## config.mk

```make
export PLATFORM = sky130hd
export DESIGN_NAME = sccb_config_sequencer_flat
export DESIGN_NICKNAME = d
export VERILOG_FILES = /design/src/rtl/sccb_config_sequencer_if.sv /design/src/rtl/sccb_config_sequencer.sv /design/src/flat_wrapper.sv
export SDC_FILE = /design/constraint.sdc
export NUM_CORES = 1
export LEC_CHECK = 0
export CAP_MARGIN = 20
export CORE_MARGIN = 1.5
export CORE_UTILIZATION = 45
export DETAILED_ROUTE_END_ITERATION = 8
export PLACE_DENSITY = 0.73
export SYNTH_ARGS = -nofsm -noshare
export SYNTH_HDL_FRONTEND = slang
export SYNTH_SLANG_ARGS = --single-unit
```

## constraint.sdc

```tcl
create_clock -name clk -period 6.9 [get_ports clk]
set_input_delay 0.69 -clock clk [delete_from_list [all_inputs] [get_ports clk]]
set_output_delay 0.69 -clock clk [all_outputs]
set_load 0.05 [all_outputs]
```

## src/rtl/sccb_config_sequencer_if.sv

```systemverilog
// sccb_config_sequencer_if: command ROM, SCCB pins, camera control and status bundle for the sequencer
interface sccb_config_sequencer_if #(parameter int ROM_AW = 8);
  logic              start;
  logic [ROM_AW-1:0] rom_addr;
  logic [15:0]       rom_data;
  logic              sioc;
  logic              siod_out;
  logic              siod_oe;
  logic              siod_in;
  logic              cam_reset;
  logic              pwdn;
  logic              xclk;
  logic              busy;
  logic              done;
  logic              error;
  logic [ROM_AW:0]   write_count;
  modport master (input start, rom_data, siod_in,
                  output rom_addr, sioc, siod_out, siod_oe, cam_reset, pwdn, xclk, busy, done, error, write_count);
  modport slave  (output start, rom_data, siod_in,
                  input rom_addr, sioc, siod_out, siod_oe, cam_reset, pwdn, xclk, busy, done, error, write_count);
endinterface

```

## src/rtl/sccb_config_sequencer.sv

```systemverilog
// sccb_config_sequencer: walks a {reg,value} ROM table and issues SCCB 3-phase writes to an OV7670.
// Optional NACK detection and per-command retry under macro SCCB_ACK_CHECK_EN.
module sccb_config_sequencer #(
  parameter int         CLK_HZ        = 50000000,
  parameter int         SCCB_HZ       = 100000,
  parameter logic [7:0] DEV_ADDR      = 8'h42,
  parameter int         ROM_AW        = 8,
  parameter int         XCLK_DIV      = 2,
  parameter int         RESET_CYCLES  = 50000,
  parameter int         SETTLE_CYCLES = 50000,
  parameter int         DELAY_UNIT    = 50000,
  parameter int         MAX_RETRY     = 3
) (
  input logic clk,
  input logic reset,
  sccb_config_sequencer_if.master bus
);
  localparam logic [31:0] QW = 32'(CLK_HZ / (4 * SCCB_HZ));
  localparam logic [31:0] RC = 32'(RESET_CYCLES - 1);
  localparam logic [31:0] SC = 32'(SETTLE_CYCLES - 1);
  localparam logic [31:0] DU = 32'(DELAY_UNIT);
  localparam logic [31:0] XH = 32'(XCLK_DIV / 2 - 1);
  typedef enum logic [3:0] {IDLE, HWRST, SETTLE, FETCH, DECODE, START, BITS, STOP, GAP, DELAY, DONE} state_t;
  state_t            r_state, w_state;
  logic [31:0]       r_cnt, w_cnt, r_xcnt, w_dly;
  logic [1:0]        r_byte, w_byte;
  logic [3:0]        r_bit, w_bit;
  logic [7:0]        r_reg, w_reg, r_val, w_val, w_sbyte;
  logic [ROM_AW-1:0] r_addr, w_addr;
  logic [ROM_AW:0]   r_wc, w_wc;
  logic              r_done, w_done, r_err, w_err, r_cam, w_cam, r_pwdn, w_pwdn;
  logic              r_sioc, w_sioc, r_oe, w_oe, r_busy, w_busy, r_xclk, w_adv;
`ifdef SCCB_ACK_CHECK_EN
  logic              r_nack, w_nack;
  logic [7:0]        r_retry, w_retry;
`else
  logic [1:0]        w_unused;
  assign w_unused = {bus.siod_in, MAX_RETRY > 0};
`endif
  assign w_dly = 32'(r_val) * DU;
  always_comb begin
    w_state = r_state;
    w_cnt   = r_cnt + 32'd1;
    w_byte  = r_byte;
    w_bit   = r_bit;
    w_reg   = r_reg;
    w_val   = r_val;
    w_addr  = r_addr;
    w_wc    = r_wc;
    w_done  = r_done;
    w_err   = r_err;
    w_cam   = r_cam;
    w_pwdn  = r_pwdn;
    w_adv   = 1'b0;
`ifdef SCCB_ACK_CHECK_EN
    w_nack  = r_nack;
    w_retry = r_retry;
`endif
    case (r_state)
      IDLE: begin
        w_cnt = '0;
        if (bus.start) begin
          w_state = HWRST;
          w_done  = 1'b0;
          w_err   = 1'b0;
          w_wc    = '0;
          w_addr  = '0;
          w_pwdn  = 1'b0;
          w_cam   = 1'b0;
        end
      end
      HWRST: if (r_cnt == RC) begin
        w_state = SETTLE;
        w_cam   = 1'b1;
        w_cnt   = '0;
      end
      SETTLE: if (r_cnt == SC) begin
        w_state = FETCH;
        w_cnt   = '0;
      end
      FETCH: begin
        w_state = DECODE;
        w_cnt   = '0;
`ifdef SCCB_ACK_CHECK_EN
        w_retry = '0;
`endif
      end
      DECODE: begin
        w_cnt = '0;
        if (bus.rom_data == 16'hFFFF) begin
          w_state = DONE;
          w_done  = 1'b1;
        end else if (bus.rom_data[15:8] == 8'hFF) begin
          w_val   = bus.rom_data[7:0];
          w_state = DELAY;
          w_adv   = bus.rom_data[7:0] == 8'h00;
        end else begin
          w_reg   = bus.rom_data[15:8];
          w_val   = bus.rom_data[7:0];
          w_state = START;
        end
      end
      START: begin
`ifdef SCCB_ACK_CHECK_EN
        w_nack = 1'b0;
`endif
        if (r_cnt == 2 * QW - 1) begin
          w_state = BITS;
          w_cnt   = '0;
          w_byte  = '0;
          w_bit   = '0;
        end
      end
      BITS: begin
`ifdef SCCB_ACK_CHECK_EN
        if (r_bit == 4'd8 && r_cnt == 2 * QW && bus.siod_in) w_nack = 1'b1;
`endif
        if (r_cnt == 4 * QW - 1) begin
          w_cnt = '0;
          w_bit = (r_bit == 4'd8) ? 4'd0 : r_bit + 4'd1;
          if (r_bit == 4'd8 && r_byte == 2'd2) w_state = STOP;
          else if (r_bit == 4'd8) w_byte = r_byte + 2'd1;
        end
      end
      STOP: if (r_cnt == 2 * QW - 1) begin
        w_cnt   = '0;
        w_state = GAP;
`ifdef SCCB_ACK_CHECK_EN
        if (!r_nack) w_wc = r_wc + 1'b1;
        else if (r_retry == 8'(MAX_RETRY)) begin
          w_err   = 1'b1;
          w_state = IDLE;
        end else w_retry = r_retry + 8'd1;
`else
        w_wc = r_wc + 1'b1;
`endif
      end
      GAP: if (r_cnt == 4 * QW - 1) begin
`ifdef SCCB_ACK_CHECK_EN
        w_cnt   = '0;
        w_state = r_nack ? START : w_state;
        w_adv   = !r_nack;
`else
        w_adv = 1'b1;
`endif
      end
      DELAY: w_adv = r_cnt == w_dly - 32'd1;
      DONE: w_state = IDLE;
      default: w_state = IDLE;
    endcase
    if (w_adv) begin
      w_cnt   = '0;
      w_state = (&r_addr) ? IDLE : FETCH;
      w_err   = (&r_addr) ? 1'b1 : w_err;
      w_addr  = (&r_addr) ? r_addr : r_addr + 1'b1;
    end
  end
  // Bus pins are evaluated on the next-state values so the registered pins match the state they belong to.
  always_comb begin
    w_sbyte = (w_byte == 2'd0) ? DEV_ADDR : (w_byte == 2'd1) ? w_reg : w_val;
    w_sioc  = (w_state == BITS) ? (w_cnt >= QW && w_cnt < 3 * QW) :
              (w_state == START) ? (w_cnt < QW) :
              (w_state == STOP) ? (w_cnt >= QW) : 1'b1;
    w_oe    = (w_state == START) || (w_state == STOP) ||
              (w_state == BITS && w_bit != 4'd8 && !w_sbyte[~w_bit[2:0]]);
    w_busy  = (w_state != IDLE) && (w_state != DONE);
  end
  always_ff @(posedge clk) begin
    if (reset) begin
      r_state <= IDLE;
      r_cnt   <= '0;
      r_byte  <= '0;
      r_bit   <= '0;
      r_reg   <= '0;
      r_val   <= '0;
      r_addr  <= '0;
      r_wc    <= '0;
      r_done  <= 1'b0;
      r_err   <= 1'b0;
      r_cam   <= 1'b1;
      r_pwdn  <= 1'b1;
      r_sioc  <= 1'b1;
      r_oe    <= 1'b0;
      r_busy  <= 1'b0;
`ifdef SCCB_ACK_CHECK_EN
      r_nack  <= 1'b0;
      r_retry <= '0;
`endif
    end else begin
      r_state <= w_state;
      r_cnt   <= w_cnt;
      r_byte  <= w_byte;
      r_bit   <= w_bit;
      r_reg   <= w_reg;
      r_val   <= w_val;
      r_addr  <= w_addr;
      r_wc    <= w_wc;
      r_done  <= w_done;
      r_err   <= w_err;
      r_cam   <= w_cam;
      r_pwdn  <= w_pwdn;
      r_sioc  <= w_sioc;
      r_oe    <= w_oe;
      r_busy  <= w_busy;
`ifdef SCCB_ACK_CHECK_EN
      r_nack  <= w_nack;
      r_retry <= w_retry;
`endif
    end
  end
  always_ff @(posedge clk) begin
    if (reset) begin
      r_xcnt <= '0;
      r_xclk <= 1'b0;
    end else if (r_xcnt == XH) begin
      r_xcnt <= '0;
      r_xclk <= ~r_xclk;
    end else r_xcnt <= r_xcnt + 32'd1;
  end
  assign bus.rom_addr    = r_addr;
  assign bus.sioc        = r_sioc;
  assign bus.siod_out    = 1'b0;
  assign bus.siod_oe     = r_oe;
  assign bus.cam_reset   = r_cam;
  assign bus.pwdn        = r_pwdn;
  assign bus.xclk        = r_xclk;
  assign bus.busy        = r_busy;
  assign bus.done        = r_done;
  assign bus.error       = r_err;
  assign bus.write_count = r_wc;
endmodule

```

## src/flat_wrapper.sv

```systemverilog
// flat-port wrapper written by rule: the top's interface ports become plain ports
module sccb_config_sequencer_flat 
#(
  parameter int         CLK_HZ        = 50000000,
  parameter int         SCCB_HZ       = 100000,
  parameter logic [7:0] DEV_ADDR      = 8'h42,
  parameter int         ROM_AW        = 8,
  parameter int         XCLK_DIV      = 2,
  parameter int         RESET_CYCLES  = 50000,
  parameter int         SETTLE_CYCLES = 50000,
  parameter int         DELAY_UNIT    = 50000,
  parameter int         MAX_RETRY     = 3
)
  (clk, reset, bus_start, bus_rom_data, bus_siod_in, bus_rom_addr, bus_sioc, bus_siod_out, bus_siod_oe, bus_cam_reset, bus_pwdn, bus_xclk, bus_busy, bus_done, bus_error, bus_write_count);
  sccb_config_sequencer_if #(.ROM_AW(ROM_AW)) bus_i ();
  input logic clk;
  input logic reset;
  input wire logic [$bits(bus_i.start)-1:0] bus_start;
  input wire logic [$bits(bus_i.rom_data)-1:0] bus_rom_data;
  input wire logic [$bits(bus_i.siod_in)-1:0] bus_siod_in;
  output wire logic [$bits(bus_i.rom_addr)-1:0] bus_rom_addr;
  output wire logic [$bits(bus_i.sioc)-1:0] bus_sioc;
  output wire logic [$bits(bus_i.siod_out)-1:0] bus_siod_out;
  output wire logic [$bits(bus_i.siod_oe)-1:0] bus_siod_oe;
  output wire logic [$bits(bus_i.cam_reset)-1:0] bus_cam_reset;
  output wire logic [$bits(bus_i.pwdn)-1:0] bus_pwdn;
  output wire logic [$bits(bus_i.xclk)-1:0] bus_xclk;
  output wire logic [$bits(bus_i.busy)-1:0] bus_busy;
  output wire logic [$bits(bus_i.done)-1:0] bus_done;
  output wire logic [$bits(bus_i.error)-1:0] bus_error;
  output wire logic [$bits(bus_i.write_count)-1:0] bus_write_count;
  assign bus_i.start = bus_start;
  assign bus_i.rom_data = bus_rom_data;
  assign bus_i.siod_in = bus_siod_in;
  assign bus_rom_addr = bus_i.rom_addr;
  assign bus_sioc = bus_i.sioc;
  assign bus_siod_out = bus_i.siod_out;
  assign bus_siod_oe = bus_i.siod_oe;
  assign bus_cam_reset = bus_i.cam_reset;
  assign bus_pwdn = bus_i.pwdn;
  assign bus_xclk = bus_i.xclk;
  assign bus_busy = bus_i.busy;
  assign bus_done = bus_i.done;
  assign bus_error = bus_i.error;
  assign bus_write_count = bus_i.write_count;
  sccb_config_sequencer #(.CLK_HZ(CLK_HZ), .SCCB_HZ(SCCB_HZ), .DEV_ADDR(DEV_ADDR), .ROM_AW(ROM_AW), .XCLK_DIV(XCLK_DIV), .RESET_CYCLES(RESET_CYCLES), .SETTLE_CYCLES(SETTLE_CYCLES), .DELAY_UNIT(DELAY_UNIT), .MAX_RETRY(MAX_RETRY)) u_core (.clk(clk), .reset(reset), .bus(bus_i));
endmodule
```

# After elaboration in Yosys (flattened, before gate mapping)
# Index checks and enable logic that the tools add are counted.
# word_totals
register_bits	115
input_bits	20
# classes
n_lt_le_gt_ge	4
mul	1
reduce_logical	29
mux	58
n_bitwise	2
add_sub_neg	7
eq_ne	28
# op_table
cell	count
$mux W32	4
$pmux W32 S4	1
$mux W8	11
$add A32 B1 Y32 const B	2
$mux W4	13
$pmux W4 S9	1
$eq A32 B16 Y1 const B	1
$eq A32 B32 Y1	1
$eq A32 B8 Y1 const B	1
$eq A32 B9 Y1 const B	1
$ge A32 B7 Y1 const B	1
$logic_not A32 Y1	1
$lt A32 B7 Y1 const B	1
$lt A32 B9 Y1 const B	1
$eq A4 B3 Y1 const B	7
$sub A24 B1 Y25 const B	1
$mul A8 B12 Y20 const B	1
$mux W9	2
$pmux W9 S2	1
$eq A16 B16 Y1 const B	1
$mux W1	14
$eq A4 B4 Y1 const B	3
$reduce_and A3 Y1	4
$mux W2	5
32 further kinds	50

# Depth between registers and ports, before layout
# depth
ltp_word	13
ltp_mapped	22

# Worst setup path before layout
# Ideal clock, no wire load.
# synth_path
kind	register -> register
startpoint	register u_core.r_val[3]
endpoint	register u_core.r_addr[7], in the netlist u_core.bus.rom_addr[7]
setup_ps	72
slack_ps	1452
path_buffers	1
t_arrival_ps	5376
path_stages_with_launch	21
path_cell_list	dfxtp_1 ha_1 inv_1 fa_1 inv_1 fa_1 ha_1 ha_1 buf_6 a21o_1 a31oi_4 a211oi_2 or3_1 a211o_1 o21a_1 or4_1 and3_4 a2111oi_4 o22ai_2 a211oi_1 mux2i_1
# synth_between
elab_chain_len	6
elab_cells_between_ends	9
classes_between	1 x add/sub; 1 x mul; 2 x eq/ne; 2 x mux; 3 x reduce/logical
# synth_rtl
element	line_no	source
start: declaration	sccb_config_sequencer.sv:28	logic [7:0] r_reg, w_reg, r_val, w_val, w_sbyte;
start signal: assignment	sccb_config_sequencer.sv:195	r_val <= w_val;
$mul A8 B12 Y20 (*)	sccb_config_sequencer.sv:40	assign w_dly = 32'(r_val) * DU;
$sub A24 B1 Y25 (*)	sccb_config_sequencer.sv:147	DELAY: w_adv = r_cnt == w_dly - 32'd1;
$eq A32 B32 Y1 (*)	sccb_config_sequencer.sv:147	
$pmux W1 S3 (*)	sccb_config_sequencer.sv:59	case (r_state)
$ne A2 B2 Y1 (no line) or $reduce_bool A2 Y1 (tied branches)	-	
$reduce_and A3 Y1 (no line)	-	
end signal: assignment	sccb_config_sequencer.sv:196	r_addr <= w_addr;
end: declaration	sccb_config_sequencer.sv:29	logic [ROM_AW-1:0] r_addr, w_addr;
# Every way passes the cells marked *; elsewhere a longest branch is shown, timed or not.
# A chain may end at the register's enable or synchronous reset.

# Worst setup path in the final report
# layout_path
startpoint	register u_core.r_val[2]
endpoint	register u_core.r_addr[7], in the netlist u_core.bus.rom_addr[7]
# The elaborated chain is that of the path after synthesis.

==> metrics.log <==
INFO  metric syn_area = 0.00851 mm2
INFO  metric postSynth.asyncResetShare = 0%
INFO  metric design.core.area = 0.0186 mm2
INFO  metric tritoncts = built
INFO  metric vias_per_cell = 5.64
INFO  metric final.fill_count = 1772
INFO  metric drv_slew = 0
INFO  metric synth-edff-count = 0
INFO  metric critPathKind = reg -> reg
INFO  metric via_count = 7536
INFO  metric preCtsSetupSlack = 615 ps
INFO  metric critical_path.max_fanout = 16
INFO  metric synth_nets = 1166
INFO  metric dieWidth = 141 um
INFO  metric min_delay_path_class = reg -> reg
INFO  metric ys_warn_count = 0
INFO  metric sequential_share_of_the_synthesized_area = 27.0%
INFO  metric final_area = 0.00960 mm2
INFO  metric worst_ir_drop_vdd = 168 uV
INFO  metric worstHoldPathCells = 2
INFO  metric dpl_cell_area = 0.00906 mm2
INFO  metric chipHeight = 141 um
INFO  metric final.setup_skew = 12.2 ps
INFO  metric req_time_crit_path = 7250 ps
INFO  metric post-cts-setup-buffer-count = 0
INFO  metric critical_path.reg2reg.startpoint = u_core.r_val[2]$_SDFF_PP0_
INFO  metric postCtsHoldBufs = 0
INFO  metric most_instantiated_library_cell_after_synthesis = sky130_fd_sc_hd__nor2_1
INFO  metric finalNetCount = 1185
INFO  metric postRouteAntennaNets = 0
INFO  metric worstHoldEndpoint = u_core.bus.pwdn$_SDFFE_PP1P_
INFO  metric power_leakage = 0.00383 uW
INFO  metric drive_above_1_share = 5.27%
INFO  metric die_area = 0.0198 mm2
INFO  metric drt_pre_antenna_iters = 5
INFO  metric cts_sinks = 115
INFO  metric row_count = 50
INFO  metric avgRoutedWirePerCell = 14.6 um
INFO  metric worstSetupStartpointType = flip-flop
INFO  metric drt-total-wl = 19500 um
INFO  metric areaGrowthSynthToFinish = 12.8%
INFO  metric finalHoldViolCount = 0
INFO  metric cts.htree.levels = 4
INFO  metric diodes = 0
INFO  metric netlist.area_leader.share = 27.0%
INFO  metric report.final.setup_viol = 0
INFO  metric synth_top_flop_cell = sky130_fd_sc_hd__dfxtp_1
INFO  metric layout_min_cycle_time = 6290 ps
INFO  metric grt_use_met1 = 26.9%
INFO  metric clock_path_buffers = 2
INFO  metric synth.cells.most_frequent = 156 x sky130_fd_sc_hd__nor2_1, 115 x sky130_fd_sc_hd__dfxtp_1, 74 x sky130_fd_sc_hd__nand2_1
INFO  metric groute.usage.overall = 20.3%
INFO  metric post-route-worst-setup-slack = 611 ps
INFO  metric ff_latch_area = 0.00230 mm2
INFO  metric setup_slack_on_the_worst_flop_to_flop_path = 610 ps
INFO  metric drcViolationCount = 0
INFO  metric drt_first_iter_violations = 458
INFO  metric antenna_violations_before_repair = 0
INFO  metric pin_count_of_the_biggest_net_entering_global_routing = 38
INFO  metric run_status = completed
INFO  metric postSynthAreaPerCell = 7.95 um2
INFO  metric cp.arrival = 6640 ps
INFO  metric root_buffer_cell = sky130_fd_sc_hd__clkbuf_16
INFO  metric grt_util_met3 = 3.97%
INFO  metric slew_headroom = 23.1%
INFO  metric reg2reg_depth = 19
INFO  metric start_util = 45.7%
INFO  metric port-buffer-count = 43
INFO  metric clk_pin_slew = 50 ps
INFO  metric grt_overflow = 0
INFO  metric globalRoute.busiestLayer = met2
INFO  metric post_synth_inst_count = 1071
INFO  metric post-dp-hpwl = 14400 um
INFO  metric yosys.cell_types.count = 81
INFO  metric inserted_clock_buffers = 17
INFO  metric globalRouteMet2Util = 33.2%
INFO  metric insertion_delay = 420 ps
INFO  metric first_global_vias = 7010
INFO  metric grt_first_pass_wirelength = 32900 um
INFO  metric synth.top_cells.by_area = sky130_fd_sc_hd__dfxtp_1 27%, sky130_fd_sc_hd__ha_1 9.3%, sky130_fd_sc_hd__nor2_1 6.9%
INFO  metric fin_crit_sh = 91.1%
INFO  metric ys_ff_latch = 115
INFO  metric netlist.top_cell.by_area = sky130_fd_sc_hd__dfxtp_1
INFO  metric worstMarginPinSlew = 1140 ps
INFO  metric multi_input_gate_area = 0.00579 mm2
INFO  metric setup_repair_after_global_routing_missed_its_margin = no
INFO  metric fmaxAchievable = 0.159 GHz
INFO  metric power_per_cell_area = 159 mW/mm2
INFO  metric ioPinCount = 46
INFO  metric setup_tns = 0 ps
INFO  metric cp-end-kind = flip-flop
INFO  metric max_cap_violations = 0
INFO  metric final.hold.worst_slack = 443 ps
INFO  metric hold_path.startpoint = u_core.bus.pwdn$_SDFFE_PP1P_
INFO  metric cts-resized-gates = 0
INFO  metric place.gp.congestion = 0.867
INFO  metric reg2reg_to = u_core.bus.rom_addr[7]$_SDFFE_PP0P_
-- cell usage in the layout, fill, tap and decap left out, types with 5 or more instances in the layout --
| cell type | count |
|---|---|
| sky130_fd_sc_hd__clkbuf_16 | 17 |
| sky130_fd_sc_hd__o2111ai_1 | 6 |
| sky130_fd_sc_hd__dfxtp_1 | 115 |
| sky130_fd_sc_hd__a211oi_1 | 8 |
| sky130_fd_sc_hd__nor3_1 | 32 |
| sky130_fd_sc_hd__nand2b_1 | 10 |
| sky130_fd_sc_hd__clkinv_2 | 5 |
| sky130_fd_sc_hd__o21ai_0 | 29 |
| sky130_fd_sc_hd__nor2_1 | 156 |
| sky130_fd_sc_hd__o22ai_1 | 8 |
| sky130_fd_sc_hd__xnor2_1 | 53 |
| sky130_fd_sc_hd__nand2_1 | 74 |
| sky130_fd_sc_hd__inv_1 | 57 |
| sky130_fd_sc_hd__or3_1 | 20 |
| sky130_fd_sc_hd__a21oi_1 | 52 |
| sky130_fd_sc_hd__mux2_2 | 5 |
| sky130_fd_sc_hd__mux2i_1 | 18 |
| sky130_fd_sc_hd__buf_4 | 5 |
| sky130_fd_sc_hd__fa_1 | 12 |
| sky130_fd_sc_hd__clkdlybuf4s50_1 | 43 |
| sky130_fd_sc_hd__nand4_1 | 36 |
| sky130_fd_sc_hd__nand3_1 | 52 |
| sky130_fd_sc_hd__a21o_1 | 13 |
| sky130_fd_sc_hd__or2_2 | 8 |
| sky130_fd_sc_hd__o211ai_1 | 5 |
| sky130_fd_sc_hd__xor2_1 | 51 |
| sky130_fd_sc_hd__ha_1 | 63 |
| sky130_fd_sc_hd__and2_1 | 6 |
| sky130_fd_sc_hd__and3_1 | 18 |
| sky130_fd_sc_hd__nor4_1 | 22 |
-- through the flow --
stage | utilization, % | power (uW) | std cells
6_report | 51.5 | 1520 | 1335
5_1_grt | 51.5 | 1570 | 1335
3_5_place_dp | 48.6 | 735 | 1304
4_1_cts | 51.5 | 1540 | 1334
3_3_place_gp | 48.6 | 735 | 1304
2_1_floorplan | - | 713 | 1071
-- cell type report --
class / instances / share of cell area (%)
multi-input cells: 850 / 60.3
flip-flops and latches: 115 / 24.0
repair buffers: 49 / 4.93
clock buffers: 20 / 4.65
well taps: 234 / 3.05
inverters: 57 / 2.23
clock inverters: 10 / 0.912
-- where the power goes --
group          switching [uW]  internal [uW]  leakage (uW)
Combinational            30.9           19.7       0.00264
Sequential               3.57            668      0.000927
Clock                     305            496      0.000261
Total                     340           1180       0.00383
-- kinds of logic (layout without fill, tap and decap cells) --
logic type	count (synthesis)	count (layout)	synth area share, %
adders and majority gates	75	75	12.1
muxes	23	23	2.78
buffers and inverters	106	136	5.04
DFF	115	115	27.0
xor gates and xnor gates	108	108	11.8
and+or+nand+nor	464	464	26.7
AOI/OAI and AO/OA	179	179	14.6
other	1	1	0.0440
-- worst max-delay path: stages, from the launching register on --
cell and delay (ps):
sky130_fd_sc_hd__dfxtp_1 470, sky130_fd_sc_hd__ha_1 310, sky130_fd_sc_hd__ha_1 310, sky130_fd_sc_hd__fa_1 510, sky130_fd_sc_hd__inv_1 60, sky130_fd_sc_hd__fa_1 540
sky130_fd_sc_hd__inv_1 40, sky130_fd_sc_hd__ha_1 440, sky130_fd_sc_hd__and2b_1 210, sky130_fd_sc_hd__o2111ai_1 160, sky130_fd_sc_hd__a21boi_0 420, sky130_fd_sc_hd__o22ai_1 220
sky130_fd_sc_hd__nor4_1 480, sky130_fd_sc_hd__nand2_1 170, sky130_fd_sc_hd__nor4b_1 280, sky130_fd_sc_hd__nand2_1 160, sky130_fd_sc_hd__a2111oi_4 530, sky130_fd_sc_hd__o22ai_2 320
sky130_fd_sc_hd__a211oi_1 380, sky130_fd_sc_hd__mux2i_1 210
-- per-layer routing --
layer,part of all wire [%],up-vias
met5,0,-
met4,1.9,0
met3,3.4,27
met2,46,136
met1,48,3511
li1,-,3862
-- worst max path at each step --
stage,start,endpoint,cells after the start
4_1_cts,u_core.r_val[2]$_SDFF_PP0_,u_core.bus.rom_addr[7]$_SDFFE_PP0P_,19
5_1_grt,u_core.r_val[2]$_SDFF_PP0_,u_core.bus.rom_addr[4]$_SDFFE_PP0P_,19
3_3_place_gp,u_core.r_val[2]$_SDFF_PP0_,u_core.r_cnt[2]$_SDFF_PP0_,19
2_1_floorplan,u_core.r_val[3]$_SDFF_PP0_,u_core.bus.rom_addr[7]$_SDFFE_PP0P_,20
3_5_place_dp,u_core.r_val[2]$_SDFF_PP0_,u_core.bus.rom_addr[7]$_SDFFE_PP0P_,19
6_report,u_core.r_val[2]$_SDFF_PP0_,u_core.bus.rom_addr[7]$_SDFFE_PP0P_,19
Note: power is estimated with default switching activity, not from simulation.
